===== config.mk =====
export PLATFORM = sky130hd
export DESIGN_NAME = serial_addsub
export DESIGN_NICKNAME = d
export VERILOG_FILES = /design/src/rtl/serial_addsub_pkg.sv /design/src/rtl/serial_addsub_full_adder.sv /design/src/rtl/serial_addsub.sv
export SDC_FILE = /design/constraint.sdc
export NUM_CORES = 1
export LEC_CHECK = 0
export BUFFER_PORTS_ARGS = -buffer_cell sky130_fd_sc_hd__clkbuf_2
export CORE_UTILIZATION = 41
export DETAILED_ROUTE_END_ITERATION = 12
export MAX_ROUTING_LAYER = met4
export PLACE_DENSITY_LB_ADDON = 0.25
export SYNTH_ARGS = -nofsm -noshare
export SYNTH_HDL_FRONTEND = slang
export SYNTH_SLANG_ARGS = --single-unit

===== constraint.sdc =====
create_clock -name clk -period 3.9 [get_ports clk]
set_clock_uncertainty 0.15 [all_clocks]
set_input_delay 0.39 -clock clk [delete_from_list [all_inputs] [get_ports clk]]
set_output_delay 0.39 -clock clk [all_outputs]
set_load 0.03 [all_outputs]

===== src/rtl/serial_addsub_pkg.sv =====
// -----------------------------------------------------------------------------
// serial_addsub_pkg
// Shared definitions for the bit-serial adder/subtractor:
//   state_t    - controller states (IDLE, SHIFT, DONE)
//   cnt_width  - width of the bit counter for a given operand width
// -----------------------------------------------------------------------------
package serial_addsub_pkg;

    typedef enum logic [1:0] {
        IDLE  = 2'd0,
        SHIFT = 2'd1,
        DONE  = 2'd2
    } state_t;

    // The counter only has to reach WIDTH-1, so $clog2(WIDTH) bits suffice.
    // The floor of 1 keeps the vector legal for degenerate widths.
    function automatic int cnt_width(input int width);
        return (width > 1) ? $clog2(width) : 1;
    endfunction

endpackage


===== src/rtl/serial_addsub_full_adder.sv =====
// -----------------------------------------------------------------------------
// full_adder_cell
// Purely combinational one-bit full adder; the only arithmetic element of the
// bit-serial adder/subtractor.
// Ports:
//   a, b  in   operand bits
//   cin   in   carry in
//   s     out  sum bit
//   cout  out  carry out
// -----------------------------------------------------------------------------
module full_adder_cell (
    input  logic a,
    input  logic b,
    input  logic cin,
    output logic s,
    output logic cout
);

    assign s    = a ^ b ^ cin;
    assign cout = (a & b) | (a & cin) | (b & cin);

endmodule


===== src/rtl/serial_addsub.sv =====
// -----------------------------------------------------------------------------
// serial_addsub
// Bit-serial WIDTH-bit adder/subtractor, one bit per clock, LSB first, built
// around a single full-adder cell. One result every WIDTH+1 cycles.
// Ports:
//   clk        in   clock, rising edge
//   rst        in   synchronous active-high reset
//   start      in   request pulse, sampled in IDLE or DONE
//   sub        in   0: a+b, 1: a-b (sampled with start)
//   a, b       in   operands (sampled with start)
//   busy       out  high while bits are being processed
//   done       out  one-cycle pulse when result/flags update
//   result     out  sum/difference of the last completed operation
//   carry_out  out  carry out of MSB (add) / NOT borrow (sub)
//   overflow   out  signed two's-complement overflow
// -----------------------------------------------------------------------------
module serial_addsub
    import serial_addsub_pkg::*;
#(
    parameter int WIDTH = 8
) (
    input  logic             clk,
    input  logic             rst,
    input  logic             start,
    input  logic             sub,
    input  logic [WIDTH-1:0] a,
    input  logic [WIDTH-1:0] b,
    output logic             busy,
    output logic             done,
    output logic [WIDTH-1:0] result,
    output logic             carry_out,
    output logic             overflow
);

    localparam int CW = cnt_width(WIDTH);

    state_t           state, state_nxt;
    logic [WIDTH-1:0] opa, opb, sum_sr;
    logic             carry;
    logic [CW-1:0]    cnt;
    logic             last_bit;
    logic             load;
    logic             fa_s, fa_c;
    logic             cin_msb;

    full_adder_cell u_fa (
        .a    (opa[0]),
        .b    (opb[0]),
        .cin  (carry),
        .s    (fa_s),
        .cout (fa_c)
    );

    assign last_bit = (cnt == CW'(WIDTH - 1));
    // On the last bit the running carry is the carry into the MSB position.
    assign cin_msb  = carry;

    always_comb begin
        state_nxt = state;
        load      = 1'b0;
        case (state)
            IDLE: begin
                if (start) begin
                    load      = 1'b1;
                    state_nxt = SHIFT;
                end
            end
            SHIFT: begin
                if (last_bit) state_nxt = DONE;
            end
            DONE: begin
                if (start) begin
                    load      = 1'b1;
                    state_nxt = SHIFT;
                end else begin
                    state_nxt = IDLE;
                end
            end
            default: state_nxt = IDLE;
        endcase
    end

    always_ff @(posedge clk) begin
        if (rst) begin
            state     <= IDLE;
            busy      <= 1'b0;
            done      <= 1'b0;
            opa       <= '0;
            opb       <= '0;
            sum_sr    <= '0;
            carry     <= 1'b0;
            cnt       <= '0;
            result    <= '0;
            carry_out <= 1'b0;
            overflow  <= 1'b0;
        end else begin
            state <= state_nxt;
            // busy/done are decoded from the next state so they come straight
            // out of flops and line up with the state they describe.
            busy  <= (state_nxt == SHIFT);
            done  <= (state_nxt == DONE);

            if (load) begin
                // Subtraction is a + ~b + 1: invert b and seed the carry.
                opa    <= a;
                opb    <= sub ? ~b : b;
                carry  <= sub;
                cnt    <= '0;
                sum_sr <= '0;
            end else if (state == SHIFT) begin
                opa    <= {1'b0, opa[WIDTH-1:1]};
                opb    <= {1'b0, opb[WIDTH-1:1]};
                sum_sr <= {fa_s, sum_sr[WIDTH-1:1]};
                carry  <= fa_c;
                cnt    <= cnt + 1'b1;
                if (last_bit) begin
                    // Publish only complete results; the final sum bit is
                    // merged in here since sum_sr has not shifted it yet.
                    result    <= {fa_s, sum_sr[WIDTH-1:1]};
                    carry_out <= fa_c;
                    overflow  <= cin_msb ^ fa_c;
                end
            end
        end
    end

endmodule


After elaboration in Yosys (flattened, before gate mapping):

Index checks and enable logic that the tools add are counted.

* RAM bits: 0
* bits of input ports: 20
* word-level logic and storage cells: 45
* latch bits: 0
* register bits: 42
* bits in read-only memories: 0
* memories kept: 0
* output and inout bits: 12

* multipliers: 0
* bitwise logic cells: 10
* equality and inequality tests: 5
* magnitude comparators: 0
* divide/modulo/power cells: 0
* reductions and logical operators: 5
* mux-type cells: 13
* add/sub/neg operators: 1
* shift operators: 0

Operators by type and width (number)
* $mux W8: 5
* $not A8 Y8: 1
* $pmux W2 S3: 1
* $mux W1: 5
* $eq A2 B1 Y1 const B: 2
* $eq A2 B2 Y1 const B: 2
* $mux W2: 2
* $reduce_or A2 Y1: 2
* $add A3 B1 Y3 const B: 1
* $and A1 B1 Y1: 3
* $eq A3 B3 Y1 const B: 1
* $reduce_and A3 Y1: 1
* $xor A1 B1 Y1: 3
* $logic_not A2 Y1: 1
* $or A1 B1 Y1: 2
* $reduce_bool A2 Y1: 1
* $not A1 Y1: 1

Logic depth before layout (Yosys ltp):

Gate-level depths: netlist of the first run.

* depth after elaboration: 5
* depth in mapped cells: 6

By module:

A second synthesis of the first run with hierarchy kept.

* cells, all modules: 191
* area, all modules: 1682.9 µm²

Modules (own cells, without submodules)
* serial_addsub: times used 1, area each 1662.8 µm², seq. area each 820.8 µm², cells each 190
* full_adder_cell: times used 1, area each 20.0 µm², seq. area each 0.0 µm², cells each 1

Least setup slack after synthesis of the first run:

No wires, ideal clock.

* path kind: register to register
* start: register cnt[0]
* end: register carry_out
* cell stages (with the launch flop): 7
* required time: 3.679 ns
* arrival: 1.242 ns
* buffers on the path: 1
* path slack: 2.438 ns
* cells stage by stage: dfxtp_1 ha_1 ha_1 nand3b_1 clkbuf_1 nand2_1 a21oi_1

* longest elaborated chain between the ends: 2

Ends and longest elaborated chain
* from (decl): line serial_addsub.sv:40 `logic [CW-1:0] cnt;`
* from (signal assigned): line serial_addsub.sv:115 `cnt <= cnt + 1'b1;`
* $eq A3 B3 Y1: line serial_addsub.sv:54 `assign last_bit = (cnt == CW'(WIDTH - 1));`
* $reduce_and A3 Y1 (no line)
* to (signal assigned): line serial_addsub.sv:94 `carry_out <= 1'b0;`
* to (signal assigned): line serial_addsub.sv:120 `carry_out <= fa_c;`
* to (decl): line serial_addsub.sv:31 `output logic carry_out,`

Every way passes these cells.
A chain may end at the register's enable or synchronous reset.

Worst setup path in the final report of the first run:

* start: register state[0]
* end: register opa[7]

* longest elaborated chain between the ends: 4
* elaborated cells on any way between the ends: 7
* classes of those cells: 2 x eq/ne; 2 x mux; 3 x reduce/logical

Ends and longest elaborated chain
* from (decl): line serial_addsub.sv:37 `state_t state, state_nxt;`
* from (signal assigned): line serial_addsub.sv:97 `state <= state_nxt;`
* $eq A2 B2 Y1 or $logic_not A2 Y1 (tied branches): line serial_addsub.sv:61 `case (state)`
* $reduce_or A2 Y1 (no line)
* $mux W1
* $mux W8 or $reduce_bool A2 Y1 (tied branches)
* to (signal assigned): line serial_addsub.sv:111 `opa <= {1'b0, opa[WIDTH-1:1]};`
* to (decl): line serial_addsub.sv:38 `logic [WIDTH-1:0] opa, opb, sum_sr;`

Several ways; a longest one is shown, not always the timed one.

==> flow_summary.json, run 1 <==
{
  "synth_compound_area_frac": 0.158,
  "numPortBuffers": 31,
  "synthXorXnorAreaFrac": 0.0521,
  "fin_cells": 261,
  "rows": 22,
  "dpl-instance-area_um2": 1780,
  "outcome": "finished clean",
  "startpoint_type": "flip-flop",
  "synthTopCellsByArea": "dfxtp_1 (49%), nand2_1 (8.7%), a21oi_1 (7.7%)",
  "start_util": 0.443,
  "core_area_um2": 3800,
  "cts_buffers": 5,
  "route.detailed.drc": 0,
  "grt_pass1_vias": 1218,
  "crit_arrival_ns": 1.86,
  "yosysTopAreaCell": "dfxtp_1",
  "antenna_found_initial": 0,
  "clkSlewWorstSetupHoldPaths_ns": 0.07,
  "fin_crit_sh": 0.478,
  "power_density_nw_per_um2": 468,
  "ant_nets": 0,
  "synthAdderAreaFrac": 0.0268,
  "synth-seq-area-share": 0.488,
  "hold_viol": 0,
  "drive_above_1_share": 0.192,
  "cts_setup_buffers": 0,
  "synth_top_cell_area_share": 0.488,
  "endpoint_kind": "flip-flop",
  "syn_inst": 191,
  "min_period_ns": 1.86,
  "multiInputGateArea_um2": 746,
  "die_h_um": 66.0,
  "root_buffer": "clkbuf_8",
  "worstPathCellList": "nor2b_1 -> mux2i_1 -> nor3_1",
  "fillers": 402,
  "cp.required_ns": 3.89,
  "wl_per_cell_um": 11.9,
  "cap_violations": 0,
  "cts_resized": 0,
  "drv_slew": 0,
  "clk_path_buf_depth": 2,
  "cts_tree": "built",
  "slowest_stage": "nor2b_1",
  "antennaDiodeCount": 0,
  "synth_top_family_by_area": "simple AND/OR/NAND/NOR gates",
  "synthSimpleGateAreaFrac": 0.200,
  "timing_worst_setup_path_type": "reg2reg",
  "syn_area_per_cell_um2": 8.80,
  "grt_setup_unrepaired": "no",
  "grt_max_degree": 33,
  "min_path_type": "in2reg",
  "max_clock_freq_mhz": 537,
  "syn_nets": 214,
  "globalplace.congestion": 0.747,
  "layout_common_cells": "dfxtp_1 (41), nand2_1 (39), clkbuf_2 (31)",
  "cts_hold_repair.buffers": 0,
  "die_w_um": 66.0,
  "tightest_slew_ns": 1.16,
  "post_drt_via_cell_ratio": 5.06,
  "synthMuxAreaShare": 0.00595,
  "initialDrtViolationCount": 56,
  "hold_slack_ns": 0.229,
  "p_leak_nw": 0.732,
  "crit_path_max_incr_delay_ns": 0.90,
  "synth.cell_area_um2": 1680,
  "fin_nets": 235,
  "insertion_delay_ns": 0.29,
  "dieArea_um2": 4360,
  "cts_sinks": 41,
  "final_util": 0.500,
  "area_growth_pct": 12.9,
  "ir_drop_v": 0.000233,
  "dp_cells": 253,
  "final_area_um2": 1900,
  "slew_headroom": 0.225,
  "crit_fanout": 16,
  "finalSetupTns_ns": 0,
  "grt_first_pass_wirelength_mm": 5.35,
  "ios": 32,
  "mostFrequentLayoutCell": "dfxtp_1",
  "first_pass_iters": 4,
  "grt_overflow": 0,
  "cts.htree.levels": 2,
  "yosysWarnings": 0,
  "seq_area_um2": 821,
  "synth-seq-cells": 41,
  "grt_usage": 0.163,
  "setup-violations-final": 0,
  "totalWireLength_mm": 3.10,
  "synthDistinctLibCells": 27,
  "hpwlAfterDp_mm": 2.00,
  "num_vias": 1320
}
[worst paths after layout]
kind	start	to	slack, ns	depth (start not counted)
worst max-delay path	state[0]	opa[7]	2.04	3
worst min-delay path	a[0]	opa[0]	0.23	3
worst max register to register	state[0]	opa[7]	2.04	3
worst min register to register	sum_sr[1]	result[0]	0.30	2
[cells by family (layout without fill, tap and decap cells)]
group / count (synthesis) / count (layout)
AO/OA/AOI/OAI: 43 / 43
XOR/XNOR: 10 / 10
adder cells (fa/ha/maj): 3 / 3
buffers and inverters: 17 / 39
flip-flops: 41 / 41
multiplexers: 1 / 1
AND/OR/NAND/NOR: 76 / 76
[Yosys cell counts]
master	instances
mux2i_1	1
buf_1	2
nor3_1	15
o21a_1	1
buf_2	5
xor2_1	8
nand3b_1	1
a311oi_2	1
nand3_1	8
nor2_1	7
fa_1	1
nand2_1	39
buf_6	4
ha_1	2
a211oi_1	1
a21oi_1	26
and2b_1	1
buf_4	4
nor2b_1	1
o22ai_1	7
xnor2_1	2
clkbuf_1	2
nand2b_1	3
and3b_1	1
a22oi_2	2
dfxtp_1	41
a22oi_1	5
[power breakdown]
group	total, mW	switching (mW)	leakage (nW)	internal (mW)
clock	0.346	0.137	0.0585	0.209
sequential	0.450	0.0119	0.334	0.438
combinational	0.0933	0.0561	0.340	0.0372
[worst max-delay path: cells and delay by family (launching register included)]
kind	cells	cell delay, ns
flops	1	0.35
simple gates	2	0.95
mux	1	0.27
[through the flow]
step	setup WS (ns)	total power, mW
after CTS	2.03	0.896
after floorplan	2.44	0.538
after detailed placement	1.88	0.553
after global routing	1.88	0.929
final	2.04	0.889
after global placement	1.86	0.552
[cell type report]
cell class | count | area share
clock buffers | 7 | 0.0455
clock inverters | 1 | 0.0158
multi-input cells | 133 | 0.393
flip-flops and latches | 41 | 0.432
well taps | 48 | 0.0316
repair buffers | 31 | 0.0817
[registers in the layout, summed over array words and instances, names as in the netlist, 2 cells and up]
| signal | flops |
|---|---|
| result | 8 |
| state | 2 |
| opb | 8 |
| sum_sr | 7 |
| opa | 8 |
| cnt | 3 |
[metal layers]
metal	vias to the layer above	global-route usage	routed length, µm
li1	688	-	-
met2	23	0.267	1400
met1	604	0.192	1510
met5	-	-	0
met3	5	0.0517	151
met4	0	0.0479	36
Note: power is estimated with default switching activity, not from simulation.
==> inputs of run 2 (changes only) <==
==> constraint.sdc (replaced) <==
create_clock -name clk -period 1.8 [get_ports clk]
set_clock_uncertainty 0.15 [all_clocks]
set_input_delay 0.18 -clock clk [delete_from_list [all_inputs] [get_ports clk]]
set_output_delay 0.18 -clock clk [all_outputs]
set_load 0.03 [all_outputs]
==> flow_summary.json, run 2 (synthesis gave the netlist of run 1 again) <==
{
  "crit_arrival_ns": 1.63,
  "dp_cells": 261,
  "power_density_nw_per_um2": 928,
  "num_vias": 1324,
  "endpoint_kind": "flip-flop",
  "cts_resized": 0,
  "seq_area_um2": 821,
  "layout_common_cells": "dfxtp_1 (41), nand2_1 (39), clkbuf_2 (31)",
  "rows": 22,
  "critPathTopFamily": "simple AND/OR/NAND/NOR gates",
  "multiInputGateArea_um2": 746,
  "startpoint_type": "flip-flop",
  "r2r_start": "cnt[0]",
  "switching_share": 0.246,
  "crit_fanout": 11,
  "final_util": 0.508,
  "regToRegEndpoint": "overflow",
  "root_buffer": "clkbuf_8",
  "worstPathCellList": "ha_1 -> ha_1 -> and3b_1 -> nor2_1 -> a211oi_1",
  "start_util": 0.443,
  "die_h_um": 66.0,
  "post_drt_via_cell_ratio": 4.94,
  "clkSlewWorstSetupHoldPaths_ns": 0.08,
  "globalplace.congestion": 0.718,
  "grt_first_pass_wirelength_mm": 5.51,
  "rr_worst_depth": 5,
  "fin_crit_sh": 0.875,
  "grt_overflow": 0,
  "fin_cells": 268,
  "crit_top_cell": "ha_1",
  "wl_met3_um": 139,
  "min_to": "opa[0]",
  "drv_slew": 0,
  "crit_buf_inv": 0,
  "cts_buffers": 5,
  "route.detailed.drc": 0,
  "cts_setup_buffers": 0,
  "wl_per_cell_um": 12.0,
  "ir_drop_v": 0.000448,
  "max_clock_freq_mhz": 635,
  "clk_path_buf_depth": 2,
  "cts.htree.levels": 2,
  "p_clk_frac": 0.332,
  "cts_hold_repair.buffers": 0,
  "hold_slack_ns": 0.0146,
  "antenna_found_initial": 0,
  "grt_usage": 0.174,
  "outcome": "finished clean",
  "ant_nets": 0,
  "r2r_slack_ns": 0.23,
  "totalWireLength_mm": 3.21,
  "antennaDiodeCount": 0,
  "grt_pass1_vias": 1191,
  "cp.required_ns": 1.85,
  "hold_start": "a[0]",
  "hold_path_depth": 3,
  "core_area_um2": 3800,
  "timing_worst_setup_path_type": "reg2reg",
  "numPortBuffers": 31,
  "largest_registers": "opa (8), opb (8), result (8)",
  "mostFrequentLayoutCell": "dfxtp_1",
  "tightest_slew_ns": 0.402,
  "crit_path_max_incr_delay_ns": 0.39,
  "first_pass_iters": 4,
  "top_layer": "met4",
  "fin_nets": 243,
  "fillers": 392,
  "cts_tree": "built",
  "met1Wirelength_mm": 1.54,
  "grt_setup_unrepaired": "no",
  "cts_sinks": 41,
  "hold_viol": 0,
  "comb_power_share": 0.124,
  "initialDrtViolationCount": 63,
  "cap_violations": 0,
  "drive_above_1_share": 0.218,
  "switchingPower_mw": 0.440,
  "setup-violations-final": 0,
  "power_frac_seq": 0.544,
  "insertion_delay_ns": 0.29,
  "slowest_stage": "and3b_1",
  "finalSetupTns_ns": 0,
  "min_path_type": "in2reg",
  "dieArea_um2": 4360,
  "die_w_um": 66.0,
  "hpwlAfterDp_mm": 2.18,
  "ios": 32,
  "grt_max_degree": 32,
  "slew_headroom": 0.731,
  "wl_met2_mm": 1.50,
  "min_period_ns": 1.57,
  "p_int_mw": 1.35,
  "p_leak_nw": 0.756,
  "area_growth_pct": 14.7
}
## run 2: worst max-delay path by stage
| stage | cells after the start | start | slack [ns] | endpoint |
|---|---|---|---|---|
| after floorplan | 6 | cnt[0] | 0.34 | carry_out |
| after global placement | 5 | cnt[0] | 0.30 | overflow |
| after detailed placement | 5 | cnt[0] | 0.23 | overflow |
| after CTS | 5 | cnt[0] | 0.22 | overflow |
| after global routing | 5 | cnt[0] | 0.08 | overflow |
| final | 5 | cnt[0] | 0.23 | overflow |
## run 2: metal layers
layer | vias up | global-route usage
met4 | 0 | 0.0638
met2 | 22 | 0.263
met1 | 590 | 0.213
li1 | 707 | -
met5 | - | -
met3 | 5 | 0.0638
## run 2: area by class of cell
class | count | share of cell area
clock buffer | 7 | 0.0448
multi-input combinational | 133 | 0.387
sequential | 41 | 0.426
tap | 48 | 0.0311
timing repair buffer | 39 | 0.112
## run 2: power groups by stage
stage / Sequential [mW] / Combinational, mW / Clock [mW]
2_1_floorplan: 0.993 / 0.172 / 0
6_report: 0.974 / 0.222 / 0.593
3_3_place_gp: 0.993 / 0.223 / 0
4_1_cts: 0.973 / 0.225 / 0.612
5_1_grt: 0.980 / 0.250 / 0.660
3_5_place_dp: 0.994 / 0.224 / 0
## run 2: worst reg2reg max path, delay by kind of cell, from the launching register on
family	cells	cell delay [ns]
simple gates	2	0.47
flops	1	0.35
fa+ha+maj	2	0.33
compound gates	1	0.20
## run 2: metrics by stage
step / total power, mW / cell area, µm² / worst slack [ns]
floorplan: 1.16 / 1680 / 0.338
global placement: 1.22 / 1840 / 0.303
detailed placement: 1.22 / 1840 / 0.235
CTS: 1.81 / 1930 / 0.215
global route: 1.89 / 1930 / 0.0799
finish: 1.79 / 1930 / 0.225
